`config.mk`:
```
export PLATFORM = sky130hd
export DESIGN_NAME = lw_hmac_key_loader
export DESIGN_NICKNAME = d
export VERILOG_FILES = /design/src/rtl/lw_hmac_key_loader.sv
export SDC_FILE = /design/constraint.sdc
export NUM_CORES = 2
export LEC_CHECK = 0
export ABC_AREA = 1
export CAP_MARGIN = 20
export CORE_MARGIN = 10
export CORE_UTILIZATION = 38
export DETAILED_ROUTE_END_ITERATION = 16
export PLACE_DENSITY = 0.65
export SLEW_MARGIN = 30
export SYNTH_ARGS = -nofsm -noshare
export SYNTH_HDL_FRONTEND = slang
export SYNTH_SLANG_ARGS = --single-unit
export TNS_END_PERCENT = 1
```
`constraint.sdc`:
```
create_clock -name clk_i -period 7.1 [get_ports clk_i]
set_input_delay 0.71 -clock clk_i [delete_from_list [all_inputs] [get_ports clk_i]]
set_output_delay 0.71 -clock clk_i [all_outputs]
set_load 0.01 [all_outputs]
```
`src/rtl/lw_hmac_key_loader.sv`:
```
// ---------------------------------------------------------------------------
// lw_hmac_key_loader
//
// Purpose:
//   Front end for the HMAC core's key port. A host streams in a key of up to
//   one hash block (KEY_WORDS words). The key is held in a zero-initialised
//   buffer. Bytes past the key length in the final word are masked to zero.
//   On each emit request the key is replayed as exactly KEY_WORDS
//   zero-padded words. One loaded key can therefore serve many HMAC runs.
//
// Build option:
//   HMAC_KEY_ONE_SHOT_EN
//     When defined, a completed replay wipes the key and returns to IDLE.
//     When undefined, the key stays in HELD and can be replayed again.
//
// Handshakes (both directions):
//   A word transfers on a rising edge where valid && ready are both high.
//   - The input side uses in_valid_i / in_ready_o.
//   - The output side uses key_valid_o / key_ready_i.
//   A producer keeps its data and valid stable until the transfer happens.
//
// Ports:
//   clk_i, rst_i     clock; synchronous active-high reset
//   clear_i          zeroize the key and return to IDLE (beats in/emit)
//   in_data_i        key word, big-endian (first byte in the MSBs)
//   in_valid_i       input word valid
//   in_ready_o       input word can be accepted
//   in_last_i        final key word
//   in_bytes_i       valid bytes in the final word (0..WORD_SIZE/8)
//   emit_i           replay request (pulse)
//   key_o            key word to the core
//   key_valid_o      key word valid
//   key_ready_i      core accepts the key word
//   key_loaded_o     a complete key is held
//   key_len_o        stored key length in bytes
//   busy_o           LOAD or EMIT in progress
//   err_o            sticky overflow flag
//   state_o          current FSM state (debug)
// ---------------------------------------------------------------------------
module lw_hmac_key_loader #(
    parameter int WORD_SIZE = 64,
    parameter int KEY_WORDS = 16,
    parameter int LEN_W     = 8
) (
    input  logic                              clk_i,
    input  logic                              rst_i,
    input  logic                              clear_i,
    input  logic [WORD_SIZE-1:0]              in_data_i,
    input  logic                              in_valid_i,
    input  logic                              in_last_i,
    input  logic [$clog2(WORD_SIZE/8):0]      in_bytes_i,
    output logic                              in_ready_o,
    input  logic                              emit_i,
    output logic [WORD_SIZE-1:0]              key_o,
    output logic                              key_valid_o,
    input  logic                              key_ready_i,
    output logic                              key_loaded_o,
    output logic [LEN_W-1:0]                  key_len_o,
    output logic                              busy_o,
    output logic                              err_o,
    output logic [1:0]                        state_o
);

    localparam int BYTES = WORD_SIZE / 8;
    localparam int BW    = $clog2(BYTES) + 1;
    localparam int CW    = $clog2(KEY_WORDS) + 1;
    localparam int IW    = $clog2(KEY_WORDS);

    typedef enum logic [1:0] {
        ST_IDLE = 2'd0,
        ST_LOAD = 2'd1,
        ST_HELD = 2'd2,
        ST_EMIT = 2'd3
    } state_t;

    state_t                 state_q;
    logic [WORD_SIZE-1:0]   buf_q [KEY_WORDS];
    logic [CW-1:0]          wr_cnt_q;   // words stored so far
    logic [IW-1:0]          rd_idx_q;   // word currently on key_o
    logic                   drop_q;     // overflowed: discard until in_last_i

    logic                   in_fire;
    logic [IW-1:0]          rd_next;
    logic [WORD_SIZE-1:0]   next_word;
    logic [WORD_SIZE-1:0]   first_word;

    assign state_o = state_q;
    assign in_fire = in_valid_i && in_ready_o;

    // Keep the first n bytes, counted from the MSB end, and zero the rest.
    function automatic logic [WORD_SIZE-1:0] mask_word(
        input logic [WORD_SIZE-1:0] w,
        input logic [BW-1:0]        n
    );
        logic [WORD_SIZE-1:0] r;
        r = '0;
        for (int b = 0; b < BYTES; b++) begin
            if (b < int'(n)) begin
                r[WORD_SIZE-1-8*b -: 8] = w[WORD_SIZE-1-8*b -: 8];
            end
        end
        return r;
    endfunction

    // Words at or past the stored count read as zero. This pads the key
    // out to a full block.
    always_comb begin
        rd_next    = rd_idx_q + IW'(1);
        next_word  = '0;
        first_word = '0;
        if ({1'b0, rd_next} < wr_cnt_q) begin
            next_word = buf_q[rd_next];
        end
        if (wr_cnt_q != '0) begin
            first_word = buf_q[0];
        end
    end

    always_ff @(posedge clk_i) begin
        if (rst_i || clear_i) begin
            state_q      <= ST_IDLE;
            wr_cnt_q     <= '0;
            rd_idx_q     <= '0;
            drop_q       <= 1'b0;
            in_ready_o   <= 1'b1;
            key_o        <= '0;
            key_valid_o  <= 1'b0;
            key_loaded_o <= 1'b0;
            key_len_o    <= '0;
            busy_o       <= 1'b0;
            err_o        <= 1'b0;
            for (int i = 0; i < KEY_WORDS; i++) begin
                buf_q[i] <= '0;
            end
        end else begin
            case (state_q)
                ST_IDLE, ST_HELD: begin
                    if (in_fire) begin
                        // A new key replaces the old one completely.
                        for (int i = 0; i < KEY_WORDS; i++) begin
                            buf_q[i] <= '0;
                        end
                        wr_cnt_q     <= CW'(1);
                        err_o        <= 1'b0;
                        drop_q       <= 1'b0;
                        key_loaded_o <= 1'b0;
                        if (in_last_i) begin
                            buf_q[0]     <= mask_word(in_data_i, in_bytes_i);
                            key_len_o    <= LEN_W'(in_bytes_i);
                            key_loaded_o <= 1'b1;
                            busy_o       <= 1'b0;
                            state_q      <= ST_HELD;
                        end else begin
                            buf_q[0]  <= in_data_i;
                            key_len_o <= '0;
                            busy_o    <= 1'b1;
                            state_q   <= ST_LOAD;
                        end
                    end else if (emit_i && state_q == ST_HELD) begin
                        rd_idx_q    <= '0;
                        key_o       <= first_word;
                        key_valid_o <= 1'b1;
                        in_ready_o  <= 1'b0;
                        busy_o      <= 1'b1;
                        state_q     <= ST_EMIT;
                    end
                end

                ST_LOAD: begin
                    if (in_fire) begin
                        if (drop_q) begin
                            if (in_last_i) begin
                                drop_q  <= 1'b0;
                                busy_o  <= 1'b0;
                                state_q <= ST_IDLE;
                            end
                        end else if (wr_cnt_q == CW'(KEY_WORDS)) begin
                            // The buffer is full and the key has not ended.
                            // Flag the error and discard everything.
                            err_o        <= 1'b1;
                            key_loaded_o <= 1'b0;
                            key_len_o    <= '0;
                            wr_cnt_q     <= '0;
                            for (int i = 0; i < KEY_WORDS; i++) begin
                                buf_q[i] <= '0;
                            end
                            if (in_last_i) begin
                                busy_o  <= 1'b0;
                                state_q <= ST_IDLE;
                            end else begin
                                drop_q <= 1'b1;
                            end
                        end else begin
                            buf_q[wr_cnt_q[IW-1:0]] <= in_last_i ?
                                mask_word(in_data_i, in_bytes_i) : in_data_i;
                            wr_cnt_q <= wr_cnt_q + CW'(1);
                            if (in_last_i) begin
                                key_len_o    <= LEN_W'(wr_cnt_q) * LEN_W'(BYTES)
                                                + LEN_W'(in_bytes_i);
                                key_loaded_o <= 1'b1;
                                busy_o       <= 1'b0;
                                state_q      <= ST_HELD;
                            end
                        end
                    end
                end

                ST_EMIT: begin
                    if (key_valid_o && key_ready_i) begin
                        if (rd_idx_q == IW'(KEY_WORDS - 1)) begin
                            key_valid_o <= 1'b0;
                            key_o       <= '0;
                            in_ready_o  <= 1'b1;
                            busy_o      <= 1'b0;
                            rd_idx_q    <= '0;
`ifdef HMAC_KEY_ONE_SHOT_EN
                            // Single-use key: wipe it after one replay.
                            for (int i = 0; i < KEY_WORDS; i++) begin
                                buf_q[i] <= '0;
                            end
                            wr_cnt_q     <= '0;
                            key_loaded_o <= 1'b0;
                            key_len_o    <= '0;
                            state_q      <= ST_IDLE;
`else
                            state_q      <= ST_HELD;
`endif
                        end else begin
                            rd_idx_q <= rd_next;
                            key_o    <= next_word;
                        end
                    end
                end

                default: begin
                    state_q <= ST_IDLE;
                end
            endcase
        end
    end

endmodule

```
==> flow_results.org <==
** Run status
- Outcome :: finished clean

** Synthesis
- Averaged over all synthesized cells, the footprint is 9.75 um^2.
- Yosys printed 0 warnings.
- Syn nets :: between 5000 and 6000
- The synthesized netlist occupies a cell area of 50400 um^2.
- Share of the synthesized area in the top cell type :: between 60% and 70%
- Synthesis inferred 1113 register bits.
- For this run, the register share of the synthesized area comes to 64.5%.
- Yosys cell types :: 34
- Synthesis produced 5174 cells.
- Yosys attributes the largest share of cell area to edfxtp_1 61%, nand3_1 9.5%, nand2_1 9.0%, nor2_1 7.4%, dfxtp_1 3.5%.
- Summed over all instances, the cell type with the most area after synthesis is edfxtp_1.

** Cells and area
- Cell area after layout :: 56600 um^2
- The post-route netlist has 5.60% of its cells at a drive strength greater than 1.
- Area of the multi-input gates :: 16000 um^2
- Final #Nets :: 5136
- Area of all sequential standard cells :: 32500 um^2
- The library cells used most frequently in the layout, excluding fill and tap cells, are 1170 x nand2_1, 1024 x edfxtp_1, 986 x nor2_1.
- The library cell used most frequently in the layout, excluding fill and tap cells, is nand2_1.
- Layout area overhead :: 12.1%
- Fill cell count :: between 10000 and 15000

** CTS
- TritonCTS built the clock tree.
- Clock latency on the worst-skew pair, taken at its later pin, is just under 0.7 ns.
- H-tree levels :: 3
- The clock net in this run drives a total of 1113 sinks.
- CTS placed an instance of clkbuf_16 at the clock tree root.
- Num CTS Buffers :: 112
- In this run, post-CTS repair resized a total of 0 instances.
- Post-CTS timing repair inserted 0 buffers for setup.
- Number of buffers inserted for hold repair after clock tree synthesis :: 0
- Clock-pin slew was measured on the worst setup and hold paths at 0.06 ns.
- Counting along the longest clock path gives a buffer depth of 3.

** Power
- Reported leakage power :: 21.7 nW
- Power spread over the standard cell area amounts to 256 nW/um^2.
- The worst-case IR drop observed on VDD is 0.207 mV.

** Floorplanning
- For this configuration, the core starts out at a cell density of 38.3%.
- The floorplan has 133 rows.
- The die covers 148000 um^2.
- Height of the chip :: 384 um
- The region available for standard cell placement spans 132000 um^2.
- around 150 I/O pins were placed.
- In this run the horizontal extent of the chip is 384 um.

** STA
- Total negative slack :: 0 ns
- Final setup violation count :: 0
- Post-route minimum period :: 4.05 ns
- Number of hold violations in the final report :: 0
- Measured slew at the worst slew-check pin :: about 1.1 ns
- Fin. max-slew vios :: 0
- Final worst-path cycle share :: 57.1%
- Setup repair after global routing missed its margin :: no
- The clock arrives with 0.0190 ns of skew.
- Hold is met by ~0.46 ns.
- In this run the tightest slew margin relative to its limit is 27.5%.
- Fmax :: approximately 0.25 GHz

** Routing
- Vias per Instance :: between 5 and 6
- Per-cell routed wire length :: approximately 23 um
- Wire length reported by the detailed router :: 158 mm
- In this run the remaining antenna-violating nets after routing total 0.
- DRT Pass-1 Iters :: 6
- DRC errors left :: 0
- DR iter-0 viols :: 5341
- Across all layers, the routed design uses between 30000 and 40000 vias.

** Critical path
- Walking the worst path, the cells encountered are inv_1 -> ha_1 -> inv_1 -> nor2_2 -> nand2_4 -> nand2_4 -> nor3_4 -> inv_2 -> nor2_4 -> nand2_4 -> nand2_8.
- CP Class :: flop to flop
- Critical path launch point type :: flop
- Data required time at the worst endpoint :: about 7.4 ns
- In this run the worst path has a maximum fanout of 65.
- Reg-to-reg setup timing slack :: slightly above 3 ns
- Endpoint of the worst setup timing path :: buf_q[10][31]
- Nature of the critical path endpoint :: flop
- The worst register-to-register path ends at buf_q[10][31].
- The most critical setup path has its startpoint at wr_cnt_q[0].
- Worst flop-to-flop path startpoint :: wr_cnt_q[0]
- Max incr delay on CP :: roughly 0.72 ns
- Measured in cells, the most critical reg-to-reg path has a length of 11.
- At the worst endpoint, the arrival time is 4.38 ns.
- Cell mode on critical path :: nand2_4
- The largest individual stage delay along the critical path comes from the cell nand2_8.

** Hold path
- Path class of the lowest-slack min-delay path :: flop to flop
- Counting instances, the worst hold path has a depth of 2.

** Place
- Port Buf Inserts :: 153
- HPWL after DPL :: 86.5 mm
- Placed cell area :: approximately 53000 um^2
- Routability-driven placement finished with a final weighted congestion of 0.856.

** Global routing
- Maximum number of pins on one net before global-route repair :: between 150 and 200
- Number of antenna violations at the first check in global routing :: 3
- Final global-route overflow total :: 0
- In the global route stage, overall resource usage came out at about a fifth.
- The first global-routing pass estimated between 200 and 250 mm of wire.
- The via count of the first global-routing pass came to 36800.

** Job
- Max-cap violations in this run came to 0.
flip-flops by register name, indices dropped and copies added (netlist names):
name	count
rd_idx_q	4
in_ready_o	1
buf_q	1024
wr_cnt_q	5
busy_o	1
drop_q	1
err_o	1
key_valid_o	1
state_o	2
key_loaded_o	1
key_len_o	8
key_o	64
synth_stat cells:
cell type / instances
nor2_4: 3
inv_1: 54
nor2_2: 22
a21oi_1: 81
a22oi_1: 1
buf_4: 11
o211ai_1: 57
nand3_1: 959
nand4_1: 5
clkbuf_1: 261
nand2_4: 2
nor3b_1: 1
nor3_4: 1
xnor2_1: 1
inv_2: 8
o2111ai_1: 1
a31oi_1: 63
nor2_1: 989
nor3_1: 4
ha_1: 10
buf_1: 34
edfxtp_1: 1024
buf_6: 57
nand2_1: 1203
o21ai_0: 140
clkinv_1: 3
o21ai_1: 6
o31ai_1: 1
dfxtp_1: 89
buf_2: 79
nand2_2: 1
a211oi_1: 1
xor2_1: 1
or2_2: 1
layer usage:
layer | global-route usage (%) | share of wire [%]
met4 | 6.04 | 2.6
met2 | 31.6 | 45
met3 | 5.47 | 12
met1 | 28.7 | 41
met5 | 0 | 0.015
where the power goes:
group | total (mW) | switching [mW] | internal, mW | leakage, nW
combinational | 1.04 | 0.788 | 0.257 | 7.14
clock | 5.87 | 2.52 | 3.35 | 1.74
sequential | 7.56 | 0.100 | 7.46 | 12.8
total | 14.5 | 3.40 | 11.1 | 21.7
how the worst min path moves through the flow:
| stage | startpoint | to | slack [ns] |
|---|---|---|---|
| after floorplan | key_loaded_o | key_loaded_o | 0.47 |
| after global placement | key_loaded_o | key_loaded_o | 0.43 |
| after detailed placement | key_loaded_o | key_loaded_o | 0.45 |
| after CTS | key_loaded_o | key_loaded_o | 0.47 |
| after global routing | key_loaded_o | key_loaded_o | 0.49 |
| final | key_loaded_o | key_loaded_o | 0.46 |
cells by family (layout without fill, tap and decap cells):
kind of cell               Yosys count  in the layout  synth area share (%)
AOI/OAI and AO/OA                  351            351                  3.94
xor gates and xnor gates             2              2                0.0347
adders and majority gates           10             10                 0.248
buffers and inverters              507            477                  4.90
DFF                               1113           1113                  64.5
other                                0              1                     0
and+or+nand+nor                   3191           3191                  26.4
critical path, delay by kind of cell, from the launching register on:
kind | cells | cell delay (ns)
simple gates | 7 | 2.34
fa+ha+maj | 1 | 0.37
buf+inv | 3 | 0.43
flops | 1 | 0.44
per-stage QoR:
step	instances	setup WS, ns	power (mW)	utilization [%]
floorplan	5174	3.24	8.28	-
global placement	6688	2.24	8.69	40.0
detailed placement	6691	2.18	8.72	40.2
CTS	6898	2.61	14.5	42.9
global route	6899	2.86	14.9	43.0
finish	6900	3.05	14.5	43.0
area by class of cell:
type,instances,share of cell area [%]
sequential,1113,57.5
antenna,1,0.00442
tap,1755,3.88
multi-input combinational,3554,28.2
timing repair buffer,205,3.61
inverter,65,0.460
clock buffer,157,5.54
clock inverter,50,0.787
No activity file was read; power rests on OpenSTA's default activity.
